<file path="config.mk">
export PLATFORM = sky130hd
export DESIGN_NAME = multicycle_ctrl
export DESIGN_NICKNAME = d
export VERILOG_FILES = /design/src/rtl/multicycle_ctrl.sv
export SDC_FILE = /design/constraint.sdc
export NUM_CORES = 1
export LEC_CHECK = 0
export CORE_ASPECT_RATIO = 1.2
export CORE_UTILIZATION = 30
export CTS_BUF_LIST = sky130_fd_sc_hd__clkbuf_2
export CTS_CLUSTER_DIAMETER = 60
export DETAILED_ROUTE_END_ITERATION = 10
export GPL_TIMING_DRIVEN = 0
export HOLD_SLACK_MARGIN = 0.06
export MAX_ROUTING_LAYER = met4
export PLACE_DENSITY = 0.76
export SLEW_MARGIN = 25
export SYNTH_ARGS = -nofsm -noshare
export SYNTH_HDL_FRONTEND = slang
export SYNTH_SLANG_ARGS = --single-unit
</file>
<file path="constraint.sdc">
create_clock -name clk -period 2.06 [get_ports clk]
set_input_delay 0.206 -clock clk [delete_from_list [all_inputs] [get_ports clk]]
set_output_delay 0.206 -clock clk [all_outputs]
set_load 0.03 [all_outputs]
</file>
<file path="src/rtl/multicycle_ctrl.sv">
// multicycle_ctrl: FSM control unit for the multi-cycle RV32I core.
// Sequences RST/IF/ID/EX/MEM/WB, traps on illegal instructions and on memory
// timeouts (TRAP is sticky until reset).
// Optional build macro CTRL_PERF_CNT_EN enables cycle_cnt/instret_cnt; without
// it both ports read 0.
//
// Handshake: imem_req/dmem_req stay high while the FSM waits in IF/MEM; a
// transfer completes in the cycle where req && ready. A ready seen while the
// matching req is low is ignored. All requests drop immediately on rst_n low.
module multicycle_ctrl #(
  parameter int ALU_OP_W    = 4,
  parameter int MEM_TIMEOUT = 64,
  parameter int CNT_W       = 32
) (
  input  logic                clk,
  input  logic                rst_n,
  input  logic [31:0]         inst,
  input  logic                imem_ready,
  input  logic                dmem_ready,
  output logic                imem_req,
  output logic                ir_we,
  output logic                pc_we,
  output logic [1:0]          npc_op,
  output logic                s_npc_offset,
  output logic                s_alua_pc,
  output logic                s_alub_sel,
  output logic [ALU_OP_W-1:0] alu_op,
  output logic [2:0]          ext_op,
  output logic [1:0]          s_rf_wsel,
  output logic                rf_we,
  output logic                dmem_req,
  output logic                dmem_we,
  output logic [2:0]          dmem_size,
  output logic                halted,
  output logic [1:0]          trap_cause,
  output logic [CNT_W-1:0]    cycle_cnt,
  output logic [CNT_W-1:0]    instret_cnt,
  output logic [2:0]          dbg_state
);
  typedef enum logic [2:0] {S_RST, S_IF, S_ID, S_EX, S_MEM, S_WB, S_TRAP} state_t;

  localparam logic [6:0] OP_R = 7'h33, OP_I = 7'h13, OP_LOAD = 7'h03, OP_STORE = 7'h23;
  localparam logic [6:0] OP_BRANCH = 7'h63, OP_JAL = 7'h6F, OP_JALR = 7'h67;
  localparam logic [6:0] OP_LUI = 7'h37, OP_AUIPC = 7'h17;

  localparam logic [ALU_OP_W-1:0] ALU_ADD = ALU_OP_W'(0), ALU_SUB = ALU_OP_W'(1);
  localparam logic [ALU_OP_W-1:0] ALU_AND = ALU_OP_W'(2), ALU_OR  = ALU_OP_W'(3);
  localparam logic [ALU_OP_W-1:0] ALU_XOR = ALU_OP_W'(4), ALU_SLL = ALU_OP_W'(5);
  localparam logic [ALU_OP_W-1:0] ALU_SRL = ALU_OP_W'(6), ALU_SRA = ALU_OP_W'(7);
  localparam logic [ALU_OP_W-1:0] ALU_SLT = ALU_OP_W'(8), ALU_SLTU = ALU_OP_W'(9);

  // Wait counter only needs to reach MEM_TIMEOUT-1.
  localparam int TW = (MEM_TIMEOUT > 1) ? $clog2(MEM_TIMEOUT + 1) : 1;
  localparam logic [TW-1:0] TO_LAST = TW'((MEM_TIMEOUT > 0) ? MEM_TIMEOUT - 1 : 0);

  typedef struct packed {
    logic [1:0]          npc_op;
    logic                npc_off;
    logic                alua_pc;
    logic                alub_imm;
    logic [ALU_OP_W-1:0] alu_op;
    logic [2:0]          ext_op;
    logic [1:0]          rf_wsel;
    logic                rf_wr;
    logic                mem;
    logic                store;
    logic [2:0]          funct3;
  } dec_t;

  state_t        state, state_n;
  dec_t          dec_d, dec_q;
  logic          illegal;
  logic [TW-1:0] wait_cnt;
  logic          waiting, timeout;
  logic          trap_set;
  logic [1:0]    cause_n, cause_q;

  logic [6:0] opcode, funct7;
  logic [2:0] funct3;
  logic       f7_ok;
  logic       unused_inst_bits;

  assign opcode = inst[6:0];
  assign funct3 = inst[14:12];
  assign funct7 = inst[31:25];
  assign f7_ok  = (funct7 == 7'h00) || (funct7 == 7'h20);
  assign unused_inst_bits = ^{inst[24:15], inst[11:7]};

  // funct3 -> ALU op shared by R-type and I-type ALU instructions.
  function automatic logic [ALU_OP_W-1:0] alu_from_f3(input logic [2:0] f3, input logic alt);
    logic [ALU_OP_W-1:0] op;
    case (f3)
      3'b000:  op = alt ? ALU_SUB : ALU_ADD;
      3'b001:  op = ALU_SLL;
      3'b010:  op = ALU_SLT;
      3'b011:  op = ALU_SLTU;
      3'b100:  op = ALU_XOR;
      3'b101:  op = alt ? ALU_SRA : ALU_SRL;
      3'b110:  op = ALU_OR;
      default: op = ALU_AND;
    endcase
    return op;
  endfunction

  // Instruction decode; only sampled into dec_q at the end of ID.
  always_comb begin
    dec_d        = '0;
    dec_d.funct3 = funct3;
    dec_d.alu_op = ALU_ADD;
    illegal      = 1'b0;
    case (opcode)
      OP_R: begin
        dec_d.alu_op = alu_from_f3(funct3, funct7[5]);
        dec_d.rf_wr  = 1'b1;
        illegal      = !f7_ok;
      end
      OP_I: begin
        dec_d.alu_op   = alu_from_f3(funct3, funct7[5] && (funct3 == 3'b101));
        dec_d.alub_imm = 1'b1;
        dec_d.ext_op   = 3'd1;
        dec_d.rf_wr    = 1'b1;
        // only the shift-immediates carry a funct7 field
        if (funct3 == 3'b001 || funct3 == 3'b101) illegal = !f7_ok;
      end
      OP_LOAD: begin
        dec_d.mem      = 1'b1;
        dec_d.alub_imm = 1'b1;
        dec_d.ext_op   = 3'd1;
        dec_d.rf_wsel  = 2'd1;
        dec_d.rf_wr    = 1'b1;
      end
      OP_STORE: begin
        dec_d.mem      = 1'b1;
        dec_d.store    = 1'b1;
        dec_d.alub_imm = 1'b1;
        dec_d.ext_op   = 3'd2;
      end
      OP_BRANCH: begin
        dec_d.npc_op = 2'd1;
        dec_d.ext_op = 3'd3;
        case (funct3[2:1])
          2'b10:   dec_d.alu_op = ALU_SLT;
          2'b11:   dec_d.alu_op = ALU_SLTU;
          default: dec_d.alu_op = ALU_SUB;
        endcase
      end
      OP_JAL: begin
        dec_d.npc_op  = 2'd2;
        dec_d.ext_op  = 3'd5;
        dec_d.rf_wsel = 2'd2;
        dec_d.rf_wr   = 1'b1;
      end
      OP_JALR: begin
        dec_d.npc_op   = 2'd2;
        dec_d.npc_off  = 1'b1;
        dec_d.ext_op   = 3'd1;
        dec_d.alub_imm = 1'b1;
        dec_d.rf_wsel  = 2'd2;
        dec_d.rf_wr    = 1'b1;
      end
      OP_LUI: begin
        dec_d.ext_op  = 3'd4;
        dec_d.rf_wsel = 2'd3;
        dec_d.rf_wr   = 1'b1;
      end
      OP_AUIPC: begin
        dec_d.ext_op   = 3'd4;
        dec_d.alua_pc  = 1'b1;
        dec_d.alub_imm = 1'b1;
        dec_d.rf_wr    = 1'b1;
      end
      default: illegal = 1'b1;
    endcase
  end

  assign waiting = ((state == S_IF) && !imem_ready) || ((state == S_MEM) && !dmem_ready);
  assign timeout = (MEM_TIMEOUT > 0) && (wait_cnt == TO_LAST);

  // Next state and per-stage control outputs (Moore fields, Mealy strobes on ready).
  always_comb begin
    state_n      = state;
    trap_set     = 1'b0;
    cause_n      = 2'd0;
    imem_req     = 1'b0;
    ir_we        = 1'b0;
    pc_we        = 1'b0;
    npc_op       = 2'd0;
    s_npc_offset = 1'b0;
    s_alua_pc    = 1'b0;
    s_alub_sel   = 1'b0;
    alu_op       = '0;
    ext_op       = 3'd0;
    s_rf_wsel    = 2'd0;
    rf_we        = 1'b0;
    dmem_req     = 1'b0;
    dmem_we      = 1'b0;
    dmem_size    = 3'd0;
    halted       = 1'b0;
    // datapath selects follow the held decode from EX through WB
    if (state == S_EX || state == S_MEM || state == S_WB) begin
      npc_op       = dec_q.npc_op;
      s_npc_offset = dec_q.npc_off;
      s_alua_pc    = dec_q.alua_pc;
      s_alub_sel   = dec_q.alub_imm;
      alu_op       = dec_q.alu_op;
      ext_op       = dec_q.ext_op;
      s_rf_wsel    = dec_q.rf_wsel;
    end
    case (state)
      S_RST: state_n = S_IF;
      S_IF: begin
        imem_req = 1'b1;
        if (imem_ready) begin
          ir_we   = 1'b1;
          state_n = S_ID;
        end else if (timeout) begin
          trap_set = 1'b1;
          cause_n  = 2'd2;
          state_n  = S_TRAP;
        end
      end
      S_ID: begin
        if (illegal) begin
          trap_set = 1'b1;
          cause_n  = 2'd1;
          state_n  = S_TRAP;
        end else begin
          state_n = S_EX;
        end
      end
      S_EX: state_n = dec_q.mem ? S_MEM : S_WB;
      S_MEM: begin
        dmem_req  = 1'b1;
        dmem_we   = dec_q.store;
        dmem_size = dec_q.funct3;
        if (dmem_ready) begin
          pc_we   = dec_q.store;
          state_n = dec_q.store ? S_IF : S_WB;
        end else if (timeout) begin
          trap_set = 1'b1;
          cause_n  = 2'd3;
          state_n  = S_TRAP;
        end
      end
      S_WB: begin
        pc_we   = 1'b1;
        rf_we   = dec_q.rf_wr;
        state_n = S_IF;
      end
      S_TRAP: halted = 1'b1;
      default: state_n = S_RST;
    endcase
  end

  // State, held decode, wait counter and sticky trap cause.
  always_ff @(posedge clk or negedge rst_n) begin
    if (!rst_n) begin
      state    <= S_RST;
      dec_q    <= '0;
      wait_cnt <= '0;
      cause_q  <= 2'd0;
    end else begin
      state <= state_n;
      if (state == S_ID) dec_q <= dec_d;
      if (waiting) wait_cnt <= wait_cnt + TW'(1);
      else         wait_cnt <= '0;
      if (trap_set) cause_q <= cause_n;
    end
  end

  assign trap_cause = cause_q;
  assign dbg_state  = state;

`ifdef CTRL_PERF_CNT_EN
  logic [CNT_W-1:0] cyc_q, ret_q;

  // Free-running cycle count (frozen once trapped) and retire count on pc_we.
  always_ff @(posedge clk or negedge rst_n) begin
    if (!rst_n) begin
      cyc_q <= '0;
      ret_q <= '0;
    end else begin
      if (state != S_TRAP) cyc_q <= cyc_q + CNT_W'(1);
      if (pc_we)           ret_q <= ret_q + CNT_W'(1);
    end
  end

  assign cycle_cnt   = cyc_q;
  assign instret_cnt = ret_q;
`else
  assign cycle_cnt   = '0;
  assign instret_cnt = '0;
`endif

endmodule
</file>
# == Word-level counts from Yosys, hierarchy flattened ==
# Index checks and enable logic that the tools add are counted.
# op_classes
addsub,1
n_eq_ne,25
mux,55
reduce_logical,22
# ops
op,count
$pmux W4 S7,2
$eq A7 B6 Y1 const B,5
$mux W1,28
$eq A7 B7 Y1 const B,3
$mux W3,7
$eq A3 B3 Y1 const B,6
$pmux W3 S6,1
$pmux W3 S5,1
$eq A7 B5 Y1 const B,2
$reduce_or A7 Y1,2
$eq A3 B2 Y1 const B,4
$mux W2,6
$pmux W2 S3,2
$pmux W4 S3,1
$pmux W4 S2,1
$reduce_or A2 Y1,4
$add A7 B1 Y7 const B,1
$eq A7 B2 Y1 const B,1
$logic_not A7 Y1,1
$mux W7,1
$eq A3 B1 Y1 const B,2
$logic_not A3 Y1,2
$pmux W1 S3,2
$logic_or A1 B1 Y1,5
8 further kinds,13
# totals
regBits,32
inputBits,36
output_inout_bits,93
word_cells,117

# == Logic depth before layout (Yosys ltp) ==
# logic_depth
ltp_word,7
ltp_mapped,7
depth_no_buf,6

# == Least setup slack after synthesis ==
# OpenSTA, ideal clock, no wires.
# synth_timing
path_type,reg2out
start,reg state[0] (netlist: dbg_state[0])
end,out dmem_size[0]
arrival_ns,1.697
slack_ns,0.157
path_stages_with_launch,4
path_cell_list,dfrtp_1 > nand2b_1 > nor2_1 > and2_1
# synth_between
elab_chain_len,2
# synth_lines
element,line,text
from (decl),70,"state_t state, state_n;"
from (signal assigned),263,state <= state_n;
$eq A3 B3 Y1,209,case (state)
$mux W3,209,
to (decl),33,"output logic [2:0] dmem_size,"
# Every way passes these cells.

# == Final worst setup path ==
# layout_timing
start,reg state[0] (netlist: dbg_state[0])
end,out dmem_req
# layout_between
elab_chain_len,2
# layout_lines
element,line,text
$eq A3 B3 Y1,209,
$mux W1,209,
to (decl),31,"output logic dmem_req,"
# Every way passes these cells.

==> results.sh <==
export IMPL_critPathKind="flop to primary output"
export IMPL_clk_latency_ps=350
export IMPL_setup_viol=0
export IMPL_maxCapViolations=0
export IMPL_grt_pass1_wl_um=8211
export IMPL_wire_per_inst_um=10.56
export IMPL_gp_congestion=0.8451
export IMPL_core_area_sq_mm=0.007274
export IMPL_async_flop_share_pct=100.0
export IMPL_yosys_area_top_type="dfrtp_1"
export IMPL_io_pins=129
export IMPL_yosysMostFrequentCell="buf_4"
export IMPL_hold_depth=2
export IMPL_vias=2031
export IMPL_portBuffers=44
export IMPL_cpPeakStageDelay_ps=480
export IMPL_dpl_hpwl_um=4015
export IMPL_seq_area_frac_synth_pct=35.48
export IMPL_ys_ff_latch=32
export IMPL_grt_max_degree=33
export IMPL_worstPathCellList="nand2b_1 > nor2_4 > dlygate4sd2_1"
export IMPL_r2r_end="dec_q[16]$_DFFE_PN0P_"
export IMPL_hp_class="input port to flop"
export IMPL_min_period_ps=1902
export IMPL_clock_root_buffer="clkbuf_2"
export IMPL_status="complete, no violations"
export IMPL_cp_max_fo=6
export IMPL_ant_nets=0
export IMPL_yosys_top_cells_area="dfrtp_1, buf_4, nand2_1"
export IMPL_combPwrFrac_pct=51.3
export IMPL_crit_end="dmem_req"
export IMPL_die_h_um=97.02
export IMPL_worstMarginPinSlew_ps=692.6
export IMPL_cellPowerDensity_mw_per_mm2=918.4
export IMPL_net_switching_power_mw=1.276
export IMPL_finalInstanceArea_sq_mm=0.003118
export IMPL_ys_top_cells_by_count="buf_4, nand2_1, dfrtp_1"
export IMPL_synth_cell_types=44
export IMPL_synth_edff_count=0
export IMPL_grt_antenna_before_repair=0
export IMPL_core_rowCount=34
export IMPL_start_util_pct=31.03
export IMPL_drc=0
export IMPL_irDropWorstVdd_v=0.0005526
export IMPL_cts_tree="yes"
export IMPL_synth_warnings=0
export IMPL_rrSetupSlack_ps=170
export IMPL_flow_area_growth_from_synthesis_pct=38.14
export IMPL_total_power_mw=2.864
export IMPL_dieArea_sq_mm=0.007876
export IMPL_clock_sinks=32
export IMPL_p_clk_share_pct=14.1
export IMPL_antenna_cells=0
export IMPL_drt_first_pass_iters=4
export IMPL_crit_required_ps=1850
export IMPL_nFillCells=758
export IMPL_p_int_mw=1.588
export IMPL_grt_pass1_vias=1792
export IMPL_yosysTopAreaCellShare_pct=35.48
export IMPL_reg2reg_from="dbg_state[2]$_DFFE_PN0N_"
export IMPL_overflow=0
export IMPL_p_sw_share_pct=44.55
export IMPL_syn_inst=272
export IMPL_dpl_cell_area_sq_mm=0.003042
export IMPL_slew_violations=0
export IMPL_cp_startpoint="dbg_state[0]$_DFFE_PN0N_"
export IMPL_syn_area_per_cell_sq_um=8.298
export IMPL_final_core_util_pct=42.86
export IMPL_arrival_ps=1700
export IMPL_clkTransAtPathRegs_ps=140
export IMPL_grt_usage_pct=13.45
export IMPL_max_freq_mhz=525.9
export IMPL_period_share_pct=92.31
export IMPL_leakage_nw=1.611
export IMPL_p_seq_share_pct=34.6
export IMPL_final_nets=427
export IMPL_h_tree_depth=2
export IMPL_synth_ff_type="dfrtp_1"
export IMPL_viasPerCell=4.222
export IMPL_cts_buffers=5
export IMPL_initialDrtViolationCount=111
export IMPL_r2r_cells=7
export IMPL_cp_slowest_cell="dfrtp_1"
export IMPL_relSlewSlack_pct=53.83
export IMPL_start_kind="flop"
export IMPL_postRouteWirelength_um=5081
export IMPL_clock_skew_final_ps=25.92
export IMPL_die_x_um=81.18
export IMPL_clockBufferDepth=2
export IMPL_hold_viol=0
export IMPL_drive_above_1_share_pct=27.62
export IMPL_cp_end_kind="primary output"
export IMPL_syn_area_sq_mm=0.002257
==> critical path: cells and delay by family, from the launching register on <==
kind	cells	cell delay, ps
flops	1	480
simple gates	2	470
buf+inv	1	410
==> sequential cells by signal, summed over array words and instances (netlist names) <==
name and flops:
dbg_state 3, trap_cause 2, dec_q 20, wait_cnt 7
==> power by group through the flow <==
stage | combinational (mW) | sequential (mW) | clock, mW
2_1_floorplan | 0.947 | 1.00 | 0
3_3_place_gp | 1.41 | 0.981 | 0
3_5_place_dp | 1.44 | 0.988 | 0
4_1_cts | 1.43 | 0.977 | 0.410
5_1_grt | 1.61 | 1.02 | 0.440
6_report | 1.47 | 0.990 | 0.404
==> worst min-delay path by stage <==
stage	startpoint	slack, ps	endpoint
3_3_place_gp	inst[6]	450	dec_q[6]$_DFFE_PN0P_
6_report	inst[4]	130	dec_q[4]$_DFFE_PN0P_
2_1_floorplan	rst_n	-90	dbg_state[0]$_DFFE_PN0N_
5_1_grt	inst[4]	130	dec_q[4]$_DFFE_PN0P_
3_5_place_dp	rst_n	290	trap_cause[0]$_DFFE_PN0P_
4_1_cts	inst[4]	110	dec_q[4]$_DFFE_PN0P_
==> placed cells by master (no fill, tap or decap), types with 2 or more instances in the layout <==
cell / n
a21oi_1: 7
a22o_1: 3
a31oi_1: 3
and2_1: 5
and3_1: 3
buf_1: 2
buf_2: 7
buf_4: 70
clkbuf_1: 5
clkbuf_2: 10
clkbuf_4: 3
clkdlybuf4s15_2: 2
clkdlybuf4s50_1: 19
clkinv_1: 2
conb_1: 64
dfrtp_1: 30
dfrtp_2: 2
dlygate4sd2_1: 6
dlygate4sd3_1: 2
inv_1: 3
nand2_1: 35
nand2b_1: 5
nand2b_4: 2
nand3_1: 5
nor2_1: 20
nor2b_1: 16
nor2b_2: 2
nor3_1: 6
o211ai_1: 2
o21ai_0: 13
o22ai_1: 2
o31ai_1: 5
o41ai_1: 2
xor2_1: 3
==> repair_timing <==
action | in CTS | in global routing
setup endpoints to repair | 24 | 18
endpoints found under the hold margin | 33 | 0
hold buffers | 2 | 0
resized for setup | 56 | 41
buffers inserted | 0 | 2
==> stage by stage <==
| stage | hold WS [ps] | setup WS [ps] | std cells | setup TNS, ps |
|---|---|---|---|---|
| 2_1_floorplan | -89.59 | 157.0 | 335 | 0 |
| 3_3_place_gp | 450.6 | -450.4 | 469 | -4279 |
| 3_5_place_dp | 294.1 | -488.1 | 469 | -4773 |
| 4_1_cts | 108.7 | -149.3 | 479 | -1001 |
| 5_1_grt | 130.3 | -3.562 | 481 | -3.562 |
| 6_report | 126.9 | 158.5 | 481 | 0 |
==> cells by family after synthesis <==
logic type,after synthesis,synth area share [%]
and+or+nand+nor,108,23.89
adders and majority gates,1,0.5542
other,1,0.1661
buffers and inverters,80,24.56
xor gates and xnor gates,4,1.552
DFF,32,35.48
AOI/OAI and AO/OA,46,13.80
==> final cells by class <==
| type | count | area (sq um) | area share, % |
|---|---|---|---|
| multi-input cells | 223 | 1170 | 37.52 |
| well taps | 90 | 112.6 | 3.612 |
| clock inverters | 3 | 37.54 | 1.204 |
| repair buffers | 48 | 405.4 | 13.00 |
| inverters | 4 | 15.01 | 0.4815 |
| clock buffers | 5 | 25.02 | 0.8026 |
| plain buffers | 76 | 549.3 | 17.62 |
| flip-flops and latches | 32 | 803.3 | 25.76 |
==> layer usage <==
layer  wire (um)  track usage (%)
met3         428            1.981
met4          42            3.571
met1        2128            17.40
met5           0                -
met2        2481            21.65
Power figures use the tool's default switching activity.
==> RTL change 1: new RTL, same flow settings <==
Set the parameter `MEM_TIMEOUT` to 128 (it was 64).
--- a/src/rtl/multicycle_ctrl.sv
+++ b/src/rtl/multicycle_ctrl.sv
@@ -9,7 +9,7 @@
 // matching req is low is ignored. All requests drop immediately on rst_n low.
 module multicycle_ctrl #(
   parameter int ALU_OP_W    = 4,
-  parameter int MEM_TIMEOUT = 64,
+  parameter int MEM_TIMEOUT = 128,
   parameter int CNT_W       = 32
 ) (
   input  logic                clk,
Behaviour: no difference found for any inputs over 10 cycles, from zero or initial values and one cycle with rst_n low; that may be too few to reach the edited logic, so the function may still have changed.
==> RTL change 1 against the unedited design <==
Routed wire length increased by 12%; count of clock-buffer cells in the layout is 1 higher; setup slack got worse by 0.099 ns; largest power group unchanged; maximum frequency decreased by 4.9%; final area increased by 8.7%; hold slack gained 0.010 ns; area after synthesis increased by 5.9%; sequential cell count up 1; total power is 4.5% higher.
==> RTL change 1: results (changes against the unedited design) <==
Parameter                              Value

GRT
  First-pass GRT wire length    8800 µm (was 8210 µm)
  GRT Resource Usage Total    13.5% (was 13.4%)
  Met2 layer usage reported by global route    23.1% (was 21.7%)
  Pin count of the biggest net entering global routing    31 (was 33)
  Grt met3 use    3.37% (was 1.98%)
  Vias in the first global route    1846 (was 1792)

Logic synthesis
  Area share of xor/xnor cells in the synthesized design    2.20% (was 1.55%)
  Yosys cell types    49 (was 44)
  Yosys reg bits    33 (was 32)
  Sequential fraction of the synthesis area    34.5% (was 35.5%)
  Mux contribution to synthesized area    1.41% (was 0%)
  Synth top cells by count    64 x buf_4, 33 x dfrtp_1, 24 x nand2_1 (was 65 x buf_4, 35 x nand2_1, 32 x dfrtp_1)
  Number of standard cells after synthesis    279 (was 272)
  Cell types with the largest area share after synthesis    dfrtp_1 35%, buf_4 20%, o21ai_0 4.4%, nand2_1 3.8%, nor2b_1 3.7% (was dfrtp_1 35%, buf_4 22%, nand2_1 5.8%, nor2b_1 5.0%, nor2_1 3.5%)
  Share of the synthesized area in compound gates (AO/OA/AOI/OAI)    13.3% (was 13.8%)
  Arithmetic-cell share of the synthesized area counting full adders, half adders and majority gates    0.523% (was 0.554%)

Worst setup path
  Kind of cell adding the most delay to the critical path    simple AND/OR/NAND/NOR gates (was flip-flops)
  Longest individual stage delay on the worst path    0.41 ns (was 0.48 ns)
  Worst path arrival time    1.79 ns (was 1.70 ns)
  Crit-path max FO    10 (was 6)

Cells and area
  Multi-input combinational cell count    228 (was 223)
  Filler cell count in the final layout    776 (was 758)
  Flip-flop and latch area    827 µm² (was 803 µm²)
  Net count reported at finish    446 (was 427)
  Multi-input combinational area share    37.6% (was 37.5%)

Place
  Routability congestion estimate from global placement    0.903 (was 0.845)
  Total placed instance area    3240 µm² (was 3040 µm²)
  Total of buffers placed on input and output ports    48 (was 44)
  HPWL after detailed placement    4270 µm (was 4020 µm)

Power and ir drop
  Fraction of power consumed by the clock network    14.4% (was 14.1%)
  Worst vdd rail ir drop    0.561 mV (was 0.553 mV)
  Leakage    1.76 nW (was 1.61 nW)

STA
  Clock Skews    0.0231 ns (was 0.0259 ns)
  Normalized max-slew margin    57.0% (was 53.8%)

Drt
  Met1 layer wirelength in the final routing    2320 µm (was 2130 µm)
  Post-DR wirelength/cell    11.3 µm (was 10.6 µm)
  Aggregate routed wire length    5690 µm (was 5080 µm)
  Number of violations reported at the end of detailed-routing iteration 0    87 (was 111)
  Detailed-routed wire length on met3    418 µm (was 428 µm)
  DR vias    2144 (was 2031)

Outcome
  Outcome    completed (unchanged)

Clock tree
  Insertion delay of the later-clocked pin in the worst-skew pair    0.37 ns (was 0.35 ns)
  Clock-pin slew of the registers on the worst-case setup and hold paths    0.17 ns (was 0.14 ns)

Floorplan
  Number of cell rows    35 (was 34)
-- RTL change 1: cell families after synthesis --
kind of cell,Yosys count
simple gates,103
other cells,1
compound gates,51
buf+inv,81
flops,33
xor+xnor,6
fa+ha+maj,1
mux,3
-- RTL change 1: metrics by stage --
stage / setup TNS, ns / utilization [%] / worst slack, ns / hold slack, ns
6_report: 0 / 44.0 / 0.0595 / 0.137
5_1_grt: -0.0658 / 44.0 / -0.0267 / 0.136
4_1_cts: -0.0789 / 43.1 / -0.0789 / 0.122
3_5_place_dp: -4.41 / 42.0 / -0.495 / 0.0257
3_3_place_gp: -4.18 / 41.8 / -0.481 / 0.454
2_1_floorplan: 0 / - / 0.0875 / -0.0896
-- RTL change 1: repair_timing --
item,4_1_cts,5_1_grt
endpoints found under the setup margin,24,16
setup buffers,1,9
hold endpoints to repair,33,0
hold buffers,1,0
gates resized for setup,80,31
pin swaps,1,2
gates cloned,1,0
-- RTL change 1: power groups by stage --
stage	clock network [mW]	logic (mW)	registers, mW
global route	0.464	1.77	0.945
floorplan	0	0.964	0.957
finish	0.430	1.64	0.920
CTS	0.438	1.51	0.922
global placement	0	1.41	0.927
detailed placement	0	1.44	0.935
-- RTL change 1: worst paths after layout --
| path | slack (ns) | cells past startpoint | startpoint | to |
|---|---|---|---|---|
| min in group clk | 0.17 | 3 | inst[2] | dec_q[17] |
| max in group asynchronous | 1.52 | 3 | rst_n | dbg_state[2] |
| worst max register to register | 0.32 | 5 | dbg_state[2] | dbg_state[0] |
| worst min-delay path | 0.14 | 2 | rst_n | dec_q[2] |
| worst max-delay path | 0.06 | 5 | dbg_state[0] | dmem_size[0] |
| worst min register to register | 0.50 | 2 | dec_q[13] | dec_q[13] |
==> RTL change 2: new RTL, config.mk and constraints unchanged <==
Made on the original files. Put one more register stage on the output `dbg_state`, with the module's reset. The value now appears one clock later. The other outputs are not delayed to match.
--- a/src/rtl/multicycle_ctrl.sv
+++ b/src/rtl/multicycle_ctrl.sv
@@ -269,7 +269,13 @@
   end
 
   assign trap_cause = cause_q;
-  assign dbg_state  = state;
+  always_ff @(posedge clk or negedge rst_n) begin
+    if (!rst_n) begin
+      dbg_state <= '0;
+    end else begin
+      dbg_state <= state;
+    end
+  end
 
 `ifdef CTRL_PERF_CNT_EN
   logic [CNT_W-1:0] cyc_q, ret_q;
Function: changed (a bounded check fails within 4 cycles, from zero or initial values and one cycle with rst_n low).
==> RTL change 2 against the unedited design <==
Setup slack lost 0.054 ns; sequential cell count rose by 3; die area up 6.6%; global-route usage up 0.20 points; clock power is 21% lower; area after synthesis is 6.8% higher; the flow now finishes with violations (design-rule violations); total power decreased by 6.0%; synthesized cell count up 1.8%; utilization down 0.52 points; routed wire length increased by 6.2%; final area grew 5.3%.
==> RTL change 2: results (changes against the unedited design) <==
Parameter                              Value

STA
  Clock Skews    0.0165 ns (was 0.0259 ns)
  Post-Route Hold Slack    0.0837 ns (was 0.127 ns)

Outcome
  Outcome    complete, but fails checks (was completed)
  Violations in the final reports    design-rule violations

Drt
  Met1 layer wirelength in the final routing    2190 µm (was 2130 µm)
  Met2 wire length    2760 µm (was 2480 µm)
  Number of violations reported at the end of detailed-routing iteration 0    162 (was 111)
  Total iterations of the first detailed-routing run    7 (was 4)
  Average via count per standard cell    4.29 (was 4.22)
  Drt drc    14 (was 0)

Power and ir drop
  Leakage    1.76 nW (was 1.61 nW)
  Internal Power    1.46 mW (was 1.59 mW)
  Worst vdd rail ir drop    0.387 mV (was 0.553 mV)

Worst setup path
  Slowest library cell on the worst path    dfrtp_2 (was dfrtp_1)
  Worst r2r path cells    5 (was 7)

Logic synthesis
  Sequential fraction of the synthesis area    36.3% (was 35.5%)
  Share of the synthesized area in compound gates (AO/OA/AOI/OAI)    15.8% (was 13.8%)
  Area share of xor/xnor cells in the synthesized design    1.45% (was 1.55%)

Clock tree
  Insertion delay of the later-clocked pin in the worst-skew pair    0.39 ns (was 0.35 ns)
  Clock-pin slew of the registers on the worst-case setup and hold paths    0.17 ns (was 0.14 ns)

GRT
  Global routing met1 resource utilization    15.7% (was 17.4%)
  GRT Resource Usage Total    13.6% (was 13.4%)
  Pin count of the biggest net entering global routing    29 (was 33)
  Grt met3 use    2.71% (was 1.98%)

Place
  Total placed instance area    3230 µm² (was 3040 µm²)
  Routability congestion estimate from global placement    0.875 (was 0.845)
  Cell count after placement    478 (was 469)
RTL change 2: cell count changes after synthesis, sizes merged, moves of 4 or more:
cell / before / now
a21oi: 8 / 15
and2: 5 / 15
and3: 3 / 9
buf: 70 / 74
nand2: 35 / 31
nor2: 22 / 13
nor2b: 18 / 5
RTL change 2: repair_timing:
action,CTS,global route
resized for setup,79,4
pin swaps,0,1
gates cloned,0,0
hold buffers,2,0
hold endpoints to repair,37,0
endpoints found under the setup margin,23,11
setup buffers,0,2
RTL change 2: power groups by stage:
stage / logic (mW) / registers, mW / clock network [mW]
floorplan: 0.902 / 0.983 / 0
global placement: 1.34 / 0.942 / 0
CTS: 1.38 / 0.938 / 0.331
finish: 1.43 / 0.942 / 0.321
global route: 1.55 / 0.962 / 0.359
detailed placement: 1.36 / 0.950 / 0
RTL change 2: final cells by class:
type                       count  area, µm²
timing repair buffer          50        449
clock buffer                   7       35.0
multi-input combinational    221       1210
sequential                    35        878
fill                         783       4470
clock inverter                 1       5.00
tap                           92        115
buffer                        77        564
inverter                       7       26.3
RTL change 2: worst max-delay path by stage:
stage / startpoint / cells after the start / endpoint / slack (ns)
after floorplan: state[2] / 4 / alu_op[0] / 0.49
final: state[1] / 3 / rf_we / 0.10
after global placement: state[2] / 5 / ext_op[0] / -0.39
after CTS: state[2] / 5 / ext_op[0] / -0.0006
after detailed placement: state[2] / 5 / ext_op[0] / -0.40
after global routing: state[1] / 5 / alu_op[1] / -0.006
RTL change 2: logic make-up after synthesis:
logic type	Yosys count
flip-flops	35
adder cells (fa/ha/maj)	1
AND/OR/NAND/NOR	97
XOR/XNOR	4
AO/OA/AOI/OAI	55
buffers and inverters	84
other	1
RTL change 2: critical path: cells and delay by family (launching register included):
family                 cells  cell delay, ns
buffers and inverters      1            0.41
DFF                        1            0.52
and+or+nand+nor            2            0.44
